File: config.mk
export PLATFORM = sky130hd
export DESIGN_NAME = fsk_phase_modulator
export DESIGN_NICKNAME = d
export VERILOG_FILES = /design/src/rtl/fsk_phase_modulator_pkg.sv /design/src/rtl/carrier_div.sv /design/src/rtl/fsk_phase_modulator.sv
export SDC_FILE = /design/constraint.sdc
export NUM_CORES = 1
export LEC_CHECK = 0
export CAP_MARGIN = 20
export CELL_PAD_IN_SITES_DETAIL_PLACEMENT = 2
export CELL_PAD_IN_SITES_GLOBAL_PLACEMENT = 2
export CORE_AREA = 2 2 77 79
export DETAILED_ROUTE_END_ITERATION = 10
export DIE_AREA = 0 0 79 81
export GPL_TIMING_DRIVEN = 0
export PLACE_DENSITY_LB_ADDON = 0.1
export SLEW_MARGIN = 30
export SYNTH_ARGS = -nofsm -noshare
export SYNTH_HDL_FRONTEND = slang
export SYNTH_HIERARCHICAL = 1
export SYNTH_SLANG_ARGS = --single-unit
File: constraint.sdc
create_clock -name clock -period 3.2 [get_ports clock]
set_clock_uncertainty 0.15 [all_clocks]
set_input_delay 0.32 -clock clock [delete_from_list [all_inputs] [get_ports clock]]
set_output_delay 0.32 -clock clock [all_outputs]
set_load 0.005 [all_outputs]
File: src/rtl/fsk_phase_modulator_pkg.sv
`default_nettype none
// +-----------------------------------------------------------------------+
// | fsk_phase_modulator_pkg: FSM state encoding and default sizing        |
// | Rev 1.0                                                               |
// +-----------------------------------------------------------------------+
package fsk_phase_modulator_pkg;

    localparam int DEFAULT_DIV_W         = 8;
    localparam int DEFAULT_SYMBOL_CLKS   = 50;
    localparam int DEFAULT_PREAMBLE_SYMS = 2;
    localparam int DEFAULT_SYM_W         = 6;

    typedef enum logic [1:0] {
        ST_IDLE     = 2'd0,
        ST_PREAMBLE = 2'd1,
        ST_DATA     = 2'd2,
        ST_DRAIN    = 2'd3
    } state_t;

endpackage
`default_nettype wire

File: src/rtl/carrier_div.sv
`default_nettype none
// +-----------------------------------------------------------------------+
// | carrier_div: half-period counter and carrier toggle flop              |
// | Rev 1.0                                                               |
// +-----------------------------------------------------------------------+
module carrier_div #(
    parameter int DIV_W = 8
) (
    input  logic             clock,
    input  logic             reset,
    input  logic             load,
    input  logic             clear,
    input  logic             enable,
    input  logic [DIV_W-1:0] hp,
    output logic             carrier
);

    logic [DIV_W-1:0] count_q, count_d;
    logic             carrier_q, carrier_d;

    always_comb begin
        count_d   = count_q;
        carrier_d = carrier_q;
        if (clear) begin
            count_d   = '0;
            carrier_d = 1'b0;
        end else if (load) begin
            count_d   = '0;
            carrier_d = 1'b1;
        end else if (enable) begin
            if (count_q == hp - DIV_W'(1)) begin
                count_d   = '0;
                carrier_d = ~carrier_q;
            end else begin
                count_d = count_q + DIV_W'(1);
            end
        end
    end

    always_ff @(posedge clock or negedge reset) begin
        if (!reset) begin
            count_q   <= '0;
            carrier_q <= 1'b0;
        end else begin
            count_q   <= count_d;
            carrier_q <= carrier_d;
        end
    end

    // Look-ahead value so the parent can register its pin in the same edge.
    assign carrier = carrier_d;

endmodule
`default_nettype wire

File: src/rtl/fsk_phase_modulator.sv
`default_nettype none
// +-----------------------------------------------------------------------+
// | fsk_phase_modulator: square-wave carrier with preamble and per-symbol |
// | 180-degree phase flips fed by a valid/ready bit stream. Rev 1.0       |
// +-----------------------------------------------------------------------+
module fsk_phase_modulator
    import fsk_phase_modulator_pkg::*;
#(
    parameter int DIV_W         = DEFAULT_DIV_W,
    parameter int SYMBOL_CLKS   = DEFAULT_SYMBOL_CLKS,
    parameter int PREAMBLE_SYMS = DEFAULT_PREAMBLE_SYMS,
    parameter int SYM_W         = DEFAULT_SYM_W
) (
    input  logic             clock,
    input  logic             reset,
    input  logic             trigger_signal,
    input  logic [DIV_W-1:0] half_period,
    input  logic             bit_data,
    input  logic             bit_valid,
    output logic             bit_ready,
    output logic             output_signal,
    output logic             busy,
    output logic             underflow
);

    localparam int               IDX_W    = $clog2(PREAMBLE_SYMS + 1);
    localparam logic [SYM_W-1:0] SYM_LAST = SYM_W'(SYMBOL_CLKS - 1);
    localparam logic [IDX_W-1:0] IDX_PRE  = IDX_W'(PREAMBLE_SYMS - 1);
    localparam logic [IDX_W-1:0] IDX_MAX  = IDX_W'(PREAMBLE_SYMS);

    state_t           state_q, state_d;
    logic             trig_q;
    logic [DIV_W-1:0] hp_q, hp_d;
    logic [SYM_W-1:0] sym_cnt_q, sym_cnt_d;
    logic [IDX_W-1:0] sym_idx_q, sym_idx_d;
    logic             phase_q, phase_d;
    logic             underflow_q, underflow_d;
    logic             out_q, out_d;

    logic             rise;
    logic             sym_wrap;
    logic             ready;
    logic             div_load;
    logic             div_clear;
    logic             div_enable;
    logic             carrier_nxt;

    assign rise       = trigger_signal & ~trig_q;
    assign sym_wrap   = (sym_cnt_q == SYM_LAST);
    assign ready      = sym_wrap && ((state_q == ST_DATA) ||
                        ((state_q == ST_PREAMBLE) && (sym_idx_q == IDX_PRE)));
    assign div_load   = (state_q == ST_IDLE) && rise;
    assign div_clear  = (state_q == ST_DRAIN) && sym_wrap;
    assign div_enable = (state_q != ST_IDLE);

    carrier_div #(
        .DIV_W (DIV_W)
    ) u_carrier_div (
        .clock   (clock),
        .reset   (reset),
        .load    (div_load),
        .clear   (div_clear),
        .enable  (div_enable),
        .hp      (hp_q),
        .carrier (carrier_nxt)
    );

    always_comb begin
        state_d     = state_q;
        hp_d        = hp_q;
        sym_cnt_d   = sym_cnt_q;
        sym_idx_d   = sym_idx_q;
        phase_d     = phase_q;
        underflow_d = underflow_q;

        if (state_q != ST_IDLE) begin
            if (sym_wrap) begin
                sym_cnt_d = '0;
                if (sym_idx_q != IDX_MAX) begin
                    sym_idx_d = sym_idx_q + IDX_W'(1);
                end
            end else begin
                sym_cnt_d = sym_cnt_q + SYM_W'(1);
            end
        end

        // A missing bit falls back to normal phase and latches the error.
        if (ready) begin
            phase_d = bit_valid & bit_data;
            if (!bit_valid) begin
                underflow_d = 1'b1;
            end
        end

        case (state_q)
            ST_IDLE: begin
                if (rise) begin
                    state_d     = ST_PREAMBLE;
                    hp_d        = (half_period == '0) ? DIV_W'(1) : half_period;
                    sym_cnt_d   = '0;
                    sym_idx_d   = '0;
                    phase_d     = 1'b0;
                    underflow_d = 1'b0;
                end
            end
            ST_PREAMBLE: begin
                if (!trigger_signal) begin
                    state_d = ST_DRAIN;
                end else if (sym_wrap && (sym_idx_q == IDX_PRE)) begin
                    state_d = ST_DATA;
                end
            end
            ST_DATA: begin
                if (!trigger_signal) begin
                    state_d = ST_DRAIN;
                end
            end
            ST_DRAIN: begin
                if (sym_wrap) begin
                    state_d   = ST_IDLE;
                    phase_d   = 1'b0;
                    sym_idx_d = '0;
                end
            end
            default: state_d = ST_IDLE;
        endcase
    end

    assign out_d = (state_d != ST_IDLE) & (carrier_nxt ^ phase_d);

    always_ff @(posedge clock or negedge reset) begin
        if (!reset) begin
            state_q     <= ST_IDLE;
            trig_q      <= 1'b0;
            hp_q        <= '0;
            sym_cnt_q   <= '0;
            sym_idx_q   <= '0;
            phase_q     <= 1'b0;
            underflow_q <= 1'b0;
            out_q       <= 1'b0;
        end else begin
            state_q     <= state_d;
            trig_q      <= trigger_signal;
            hp_q        <= hp_d;
            sym_cnt_q   <= sym_cnt_d;
            sym_idx_q   <= sym_idx_d;
            phase_q     <= phase_d;
            underflow_q <= underflow_d;
            out_q       <= out_d;
        end
    end

    assign bit_ready     = ready;
    assign output_signal = out_q;
    assign busy          = (state_q != ST_IDLE);
    assign underflow     = underflow_q;

endmodule
`default_nettype wire

# Word level (Yosys, flattened, before mapping)
# Index checks and enable logic that the tools add are counted.
# word_totals
out_inout_bits,4
ff_bits,31
wordCells,72
# op_classes
add_sub_neg,4
n_reduce_logical,12
n_eq_ne,7
bitwise,6
muxes,33
# op_table
op,n
8-bit 2-to-1 mux,5
6-bit 2-to-1 mux,4
2-bit 2-to-1 mux,10
1-bit 2-to-1 mux,11
8-bit by 1-bit adder with 8-bit output (second input constant),1
8-bit equality test,1
8-bit logical NOT,1
2-bit one-hot mux with 4 select lines,1
8-bit by 1-bit subtractor with 8-bit output (second input constant),1
6-bit by 1-bit adder with 6-bit output (second input constant),1
6-bit equality test (second input constant),1
1-bit logical AND,5
2-bit by 1-bit equality test with 1-bit output (second input constant),2
2-bit equality test (second input constant),2
2-bit one-hot mux with 2 select lines,1
2-bit nonzero test,2
1-bit AND,3
3-bit nonzero test,1
2-bit by 1-bit adder with 2-bit output (second input constant),1
2-bit logical NOT,1
2-bit inequality test (second input constant),1
1-bit inverter,2
1-bit one-hot mux with 2 select lines,1
2-bit AND reduction,1
2 further kinds,2

# Logic depth before layout (Yosys ltp)
# Gate-level depths: netlist of run 1.
# depth
depth_word,9
ltp_mapped,11
depth_no_buf,10

# Modules after synthesis
# The synthesis of run 1 kept the hierarchy.
# by_module_without_submodules
mod,instances,area_each_um2,cells_each
fsk_phase_modulator,1,1166.1,114
carrier_div,1,797.0,97

# Worst setup path before layout of run 1
# Ideal clock, no wire load.
# synth_timing
path_type,flip-flop to flip-flop
from,reg state_q[0]
to,reg out_q (netlist: output_signal)
n_path_buf,1
required_ns,2.973
path_slack_ns,0.664
stages_incl_launch_ff,10
arrival_time_ns,2.309
synth_period_minus_slack_ns,2.536
cell_sequence,dfrtp_1 inv_1 ha_1 inv_1 clkbuf_1 clkinv_1 or4_1 a31oi_1 o22ai_1 a21oi_1
# synth_lines
element,line,source
start: declaration,fsk_phase_modulator.sv:31,"state_t state_q, state_d;"
start signal: assignment,fsk_phase_modulator.sv:142,state_q <= state_d;
2-bit nonzero test,-,
named net busy,fsk_phase_modulator.sv:22,"output logic busy,"
1-bit 2-to-1 mux,carrier_div.sv:30,end else if (enable) begin
1-bit 2-to-1 mux,carrier_div.sv:27,end else if (load) begin
1-bit 2-to-1 mux,carrier_div.sv:24,if (clear) begin
named net carrier_nxt,fsk_phase_modulator.sv:46,logic carrier_nxt;
1-bit bitwise XOR,fsk_phase_modulator.sv:129,assign out_d = (state_d != ST_IDLE) & (carrier_nxt ^ phase_d);
1-bit AND,fsk_phase_modulator.sv:129,
named net out_d,fsk_phase_modulator.sv:38,"logic out_q, out_d;"
end signal: assignment,fsk_phase_modulator.sv:149,out_q <= out_d;
end: declaration,fsk_phase_modulator.sv:38,
# The timed path passes the listed nets, and every way through them passes these cells.
# A chain may end at the register's enable or synchronous reset.

# Worst setup path in the final report of run 1
# layout_timing
from,reg hp_q[1]
to,reg out_q (netlist: output_signal)
# layout_via
elab_chain_cells,8
# layout_lines
element,line,source
start: declaration,fsk_phase_modulator.sv:33,"logic [DIV_W-1:0] hp_q, hp_d;"
start signal: assignment,fsk_phase_modulator.sv:144,hp_q <= hp_d;
8-bit by 1-bit subtractor with 8-bit output,carrier_div.sv:31,if (count_q == hp - DIV_W'(1)) begin
8-bit equality test,carrier_div.sv:31,
1-bit 2-to-1 mux,carrier_div.sv:31,
1-bit 2-to-1 mux,carrier_div.sv:30,
1-bit 2-to-1 mux,carrier_div.sv:27,
1-bit 2-to-1 mux,carrier_div.sv:24,
named net carrier_nxt,fsk_phase_modulator.sv:46,
1-bit bitwise XOR,fsk_phase_modulator.sv:129,
1-bit AND,fsk_phase_modulator.sv:129,
named net out_d,fsk_phase_modulator.sv:38,
# The timed path passes the listed nets, and every way through them passes these cells.

==> out/summary.txt, run 1 <==
Outcome: complete, no violations
Pwr Total: 905 µW
Clock Sinks: 31
Max VDD drop: 0.000246 V
Largest family of logic cells by synthesized area: simple AND/OR/NAND/NOR gates
Hold Violations, Final: 0
Routed Antenna Nets: 0
FF-to-FF End: output_signal
Initial antenna violation count: 0
Placed cell area: 2240 µm²
CP Launch Type: flip-flop
Num CTS Buffers: 5
Post-synthesis mux area share: 4.02%
Ranking of synthesized cells by area: dfrtp_1, ha_1, xnor2_1
Cell area after layout: 2330 µm²
Final Net Count: 258
Syn Area/Cell: 9.30 µm²
Worst path slowest cell: or4_1
Hold_sp: underflow
Wire per inst: 17.6 µm
Most common cell after layout, fill and taps aside: dfrtp_1
Worst hold path endpoint: underflow
Hpwl dp: 4.29 mm
First-pass GRT wire length: 9.38 mm
Int Pwr: 640 µW
Top routing layer used: met4
Post-synthesis cell type count: 50
Synth warn: 6
Leakage power: 0.942 nW
Drt pass-1 iters: 4
Row cnt: 28
Number of global-route vias before repair: 1929
Max-cap check violation count: 0
Commonest non-fill, non-tap cells in the layout: dfrtp_1, nand2_1, nor2_1
Detail-routed via count per cell: 5.37
Area delta synth->final: 18.7%
CTS max path bufs: 2
Share of the synthesized area in the top cell type: 39.5%
Met3 WL: 86 µm
Area share of fa/ha/maj cells after synthesis: 6.37%
# port buffers: 16
Post-layout min period: 3.02 ns
Worst Path Buf+Inv: 1
Synth Net Count: 234
Initial Utilization: 34.6%
Core Area: 5680 µm²
Htree depth: 2
Rel. slew slack: 51.9%
Worst EP required: 3.24 ns
DIE AREA: 6400 µm²
Synth Area in Simple Gates: 21.7%
Synth Area in Compound Gates: 17.7%
Unrepaired setup endpoints after global routing: false
CP endpoint kind: flip-flop
Routability Congestion: 0.905
Final Max Slew Viols: 0
R2R cell count: 9
Worst path depth: 9
Seq/Total Area, Yosys: 39.5%
Total Wirelength: 5.47 mm
Pin count of the biggest net entering global routing: 17
Net Sw Frac: 29.3%
Layout cell share with drive strength beyond 1: 11.9%
Reg2reg setup slack: 0.18 ns
Total grt overflow: 0
Chip height: 81 µm
Hold-critical path depth: 2
Synth area leader: dfrtp_1
Post-Syn Instances: 211
FMAX: 331 MHz
Layout fillers: 632
Die X-Extent: 79 µm
Critical-path cell list: inv_1 -> ha_1 -> or2b_1 -> a31oi_1 -> o2111ai_2 -> or4_1 -> a31oi_1 -> o22ai_1 -> a21oi_1
Critical path's most frequent cell: a31oi_1
Xor and xnor area share after synthesis: 6.69%
# setup viols final: 0
Worst EP arrival: 3.07 ns
Io pins: 17
CTS tree: built
Sequential share of power: 46.9%
CP Class: reg -> reg
Met1 WL: 2.30 mm
Final worst-path cycle share: 94.5%
Fraction of power consumed by the clock network: 33.1%
R2R Path Start: hp_q[1]
Worst min-delay path category: reg -> reg
Initial DRC Count: 45
Antenna diodes: 0
Post-synthesis register bit count: 31
Setup TNS: 0 ns
Final core occ: 41.0%
Total Routing Usage GR: 19.1%
Clock Tree Root: clkbuf_8
Residual DRC count: 0
Clk slew on worst S/H paths: 0.07 ns
CP peak stage delay: 0.49 ns
Psw: 265 µW
Worst-Margin Slew: 0.704 ns
Crit-path leading delay family: compound AO/OA/AOI/OAI gates
Pwr/cell area: 388 nW/µm²
Mapped cell area: 1960 µm²
Crit-path max FO: 8
Vias post-DR: 1671
WL met2: 2.99 mm
Combinational group share of total power: 20.0%
Worst-Skew Late Latency: 0.28 ns
-- how the worst max path moves through the flow --
stage,startpoint,to,slack (ns)
after floorplan,state_q[0],output_signal,0.66
after global placement,state_q[0],output_signal,0.15
after detailed placement,state_q[0],output_signal,0.03
after CTS,hp_q[0],output_signal,0.10
after global routing,hp_q[1],output_signal,0.006
final,hp_q[1],output_signal,0.18
-- metrics by stage --
stage | cells | setup WS (ns) | hold slack (ns)
after global routing | 311 | 0.00619 | 0.431
after global placement | 302 | 0.147 | 0.333
after CTS | 312 | 0.101 | 0.386
after detailed placement | 303 | 0.0332 | 0.151
after floorplan | 211 | 0.664 | -0.126
final | 311 | 0.175 | 0.374
-- flip-flops by register name, indices dropped and copies added, names as in the netlist --
register                 count
hp_q                         8
u_carrier_div/count_q        8
sym_cnt_q                    6
state_q                      2
sym_idx_q                    2
output_signal                1
phase_q                      1
trig_q                       1
u_carrier_div/carrier_q      1
underflow                    1
-- layer usage --
metal  vias up  global-route usage (%)
li1        796                       -
met1       852                    20.9
met2        15                    37.3
met3         8                    3.33
met4         0                    6.21
met5         -                       0
-- cell families (layout without fill, tap and decap cells) --
group                    after synthesis  in the layout
buffers and inverters                 19             44
AND/OR/NAND/NOR                       78             78
adder cells (fa/ha/maj)               10             10
flip-flops                            31             31
XOR/XNOR                              15             15
multiplexers                           7              7
AO/OA/AOI/OAI                         51             51
-- power by group through the flow --
stage / logic, mW / registers (mW) / clock network [mW]
detailed placement: 0.182 / 0.432 / 0
floorplan: 0.113 / 0.426 / 0
finish: 0.181 / 0.424 / 0.299
CTS: 0.185 / 0.424 / 0.313
global route: 0.202 / 0.426 / 0.328
global placement: 0.168 / 0.430 / 0
-- cells in the mapped netlist (all sizes together) --
cell type and instances:
a2111oi 1, a211o 1, a211oi 2, a21oi 15, a22oi 1, a31oi 2
a41oi 1, and2 3, and3 1, and4b 1, buf 3, clkbuf 4
clkinv 1, dfrtp 31, ha 10, inv 11, mux2 7, nand2 19
nand2b 7, nand3 5, nand3b 2, nand4 3, nor2 16, nor2b 4
nor3 7, nor3b 1, nor4 2, o2111a 1, o2111ai 2, o211ai 2
o21ai 13, o221ai 1, o22ai 3, o311ai 1, o31ai 5, or2 3
or2b 1, or3b 1, or4 2, xnor2 11, xor2 4
-- timing repair --
action / in CTS / in global routing
endpoints found under the hold margin: 15 / 0
hold buffers: 1 / 0
endpoints found under the setup margin: 1 / 1
setup buffers: 0 / 0
resized for setup: 1 / 1
-- worst reg2reg max path: cells and delay by family, from the launching register on --
kind	cells	cell delay [ns]
AND/OR/NAND/NOR	2	0.79
flip-flops	1	0.47
adder cells (fa/ha/maj)	1	0.30
buffers and inverters	1	0.08
AO/OA/AOI/OAI	5	1.15
-- cell type report --
cell class	count	area [µm²]	area share, %
timing repair buffer	18	193	8.27
inverter	12	46.3	1.99
clock buffer	7	76.3	3.28
multi-input combinational	161	1110	47.5
buffer	6	31.3	1.34
sequential	31	777	33.4
clock inverter	1	5.00	0.215
tap	75	93.8	4.03
Power figures use the tool's default switching activity.
==> run 2, diff against run 1 <==
--- a/config.mk
+++ b/config.mk
@@ -11,7 +11,6 @@
 export CORE_AREA = 2 2 77 79
 export DETAILED_ROUTE_END_ITERATION = 10
 export DIE_AREA = 0 0 79 81
-export GPL_TIMING_DRIVEN = 0
 export PLACE_DENSITY_LB_ADDON = 0.1
 export SLEW_MARGIN = 30
 export SYNTH_ARGS = -nofsm -noshare
==> run 2 against run 1 <==
Compared with the run above:
- largest cell class unchanged
- die area stayed put
- first-iteration DRC count rose by 110%
- highest routed layer unchanged
- critical path type unchanged
- critical path depth did not move
- critical endpoint unchanged
==> out/summary.txt, run 2 (synthesized netlist as in run 1, its figures left out) <==
Outcome: complete, no violations
Setup Buffers After CTS: 0 (unchanged)
Routed Antenna Nets: 0 (unchanged)
Total Routing Usage GR: 18.8% (-0.34 points)
Final Net Count: 253 (-1.9%)
First-pass GRT wire length: 9.35 mm (-0.37%)
WL met2: 2.96 mm (-1.0%)
CTS Hold Bufs: 0 (-1)
CP endpoint kind: flip-flop
Post-layout min period: 2.86 ns (-0.160 ns)
Met3 WL: 80 µm (-7.0%)
Total Wirelength: 5.38 mm (-1.7%)
Setup WS pre-CTS: 0.271 ns (+0.238 ns)
Fraction of power consumed by the clock network: 32.3% (-0.8 points)
Critical path's most frequent cell: a31oi_1
Total grt overflow: 0 (unchanged)
CTS tree: built
Rel. slew slack: 61.2% (+9.4 points)
Num CTS Buffers: 5 (unchanged)
Max VDD drop: 0.000156 V (-37%)
Wire per inst: 17.7 µm (+0.58%)
Hpwl dp: 4.14 mm (-3.6%)
CP peak stage delay: 0.49 ns (about the same)
Final core occ: 40.1% (-0.90 points)
# setup viols final: 0 (unchanged)
Io pins: 17 (unchanged)
Initial antenna violation count: 0 (unchanged)
Row cnt: 28 (unchanged)
Psw: 255 µW (-3.6%)
Pwr Total: 883 µW (-2.4%)
Combinational group share of total power: 19.5% (-0.5 points)
Htree depth: 2 (unchanged)
Worst min-delay path category: in -> async
Slack of the critical path: 0.336 ns (+0.160 ns)
Area occupied by registers: 777 µm² (unchanged)
Drt pass-1 iters: 4 (unchanged)
Final worst-path cycle share: 89.5% (-5.0 points)
Routability Congestion: 0.872 (-3.7%)
CTS max path bufs: 2 (unchanged)
Layout cell share with drive strength beyond 1: 10.9% (-0.95 points)
Final hold slack: 0.308 ns (-0.0659 ns)
Detail-routed via count per cell: 5.35 (-0.39%)
Die X-Extent: 79 µm (unchanged)
Core Area: 5680 µm² (unchanged)
Critical-path cell list: inv_1 -> ha_1 -> or2b_1 -> a31oi_1 -> o2111ai_2 -> or4_1 -> a31oi_1 -> o22ai_1 -> a21oi_1
Most common cell after layout, fill and taps aside: dfrtp_1
Pin count of the biggest net entering global routing: 32 (+15)
Chip height: 81 µm (unchanged)
Met1 WL: 2.28 mm (-1.3%)
Worst EP arrival: 2.92 ns (-0.15 ns)
Top routing layer used: met4
Commonest non-fill, non-tap cells in the layout: dfrtp_1, nand2_1, nor2_1, clkdlybuf4s50_1, a21oi_1
Area delta synth->final: 16.1%
Pwr/cell area: 387 nW/µm² (-0.23%)
Top flop regs: hp_q: 8 flops, u_carrier_div/count_q: 8 flops, sym_cnt_q: 6 flops
Leakage power: 0.920 nW (-2.4%)
Hold Violations, Final: 0 (unchanged)
Final Max Slew Viols: 0 (unchanged)
Number of global-route vias before repair: 1899 (-1.6%)
Clock Sinks: 31 (unchanged)
Antenna diodes: 0 (unchanged)
FMAX: 349 MHz (+5.6%)
Residual DRC count: 0 (unchanged)
Sequential share of power: 48.1% (+1.2 points)
Crit-path max FO: 8 (unchanged)
DIE AREA: 6400 µm² (unchanged)
Clk slew on worst S/H paths: 0.06 ns (about the same)
Vias post-DR: 1627 (-2.6%)
Setup TNS: 0 ns (unchanged)
Net Sw Frac: 28.9% (-0.34 points)
Layout fillers: 644 (+1.9%)
CP Launch Type: flip-flop
Worst path slowest cell: or4_1
Initial DRC Count: 95 (+110%)
Clock Tree Root: clkbuf_8
Worst-Margin Slew: 0.567 ns (-0.137 ns)
Multi-input gate area: 1110 µm² (unchanged)
# port buffers: 16 (unchanged)
Worst EP required: 3.26 ns (+0.02 ns)
Max-cap check violation count: 0 (unchanged)
Worst-Skew Late Latency: 0.28 ns (about the same)
Initial Utilization: 34.6% (unchanged)
Int Pwr: 628 µW (-2.0%)
Unrepaired setup endpoints after global routing: false
CP Class: reg -> reg
==> run 2: cell count changes in the layout (fill, tap and decap cells not counted), moves of 2 or more <==
cell / before / now
buf_2: 2 / 0
buf_4: 0 / 3
clkbuf_1: 5 / 1
clkinv_2: 2 / 0
==> run 2: layer usage <==
metal	vias to the layer above	GRT usage, %
met2	17	35.4
met4	0	5.69
met5	-	0
met3	5	3.33
li1	786	-
met1	819	21.6
==> run 2: critical path: cells and delay by family (launching register included) <==
kind / cells / cell delay, ns
flip-flops: 1 / 0.43
buffers and inverters: 1 / 0.07
AO/OA/AOI/OAI: 5 / 1.09
adder cells (fa/ha/maj): 1 / 0.29
AND/OR/NAND/NOR: 2 / 0.76
==> run 2: what timing repair did <==
| item | in CTS | in global routing |
|---|---|---|
| gates resized for setup | 0 | 1 |
| endpoints found under the setup margin | 0 | 1 |
| endpoints found under the hold margin | 0 | 0 |
==> run 2: area by class of cell <==
class                           instances  share of cell area, %
Timing Repair Buffer                   19                   8.02
Clock buffer                            6                   3.19
Inverter                               12                   1.98
Sequential cell                        31                   34.1
Tap cell                               75                   4.12
Multi-Input combinational cell        161                   48.6
==> run 2: metrics by stage <==
stage / instances / area, µm²
2_1_floorplan: 211 / 1960
4_1_cts: 304 / 2280
5_1_grt: 304 / 2280
3_3_place_gp: 298 / 2200
6_report: 304 / 2280
3_5_place_dp: 298 / 2200
==> run 2: power groups by stage <==
stage	clock (mW)	combinational, mW	sequential, mW
2_1_floorplan	0	0.113	0.426
3_3_place_gp	0	0.165	0.430
3_5_place_dp	0	0.175	0.432
4_1_cts	0.299	0.176	0.425
5_1_grt	0.314	0.193	0.427
6_report	0.286	0.172	0.425
==> run 2: worst paths after layout <==
kind | slack (ns) | endpoint | start | cells past startpoint
worst max-delay path | 0.34 | output_signal | hp_q[0] | 9
worst min-delay path | 0.31 | hp_q[2] | reset | 2
worst max register to register | 0.34 | output_signal | hp_q[0] | 9
worst min register to register | 0.38 | hp_q[7] | hp_q[7] | 1
max in group asynchronous | 2.28 | hp_q[0] | reset | 2
min in group clock | 0.38 | hp_q[7] | hp_q[7] | 1
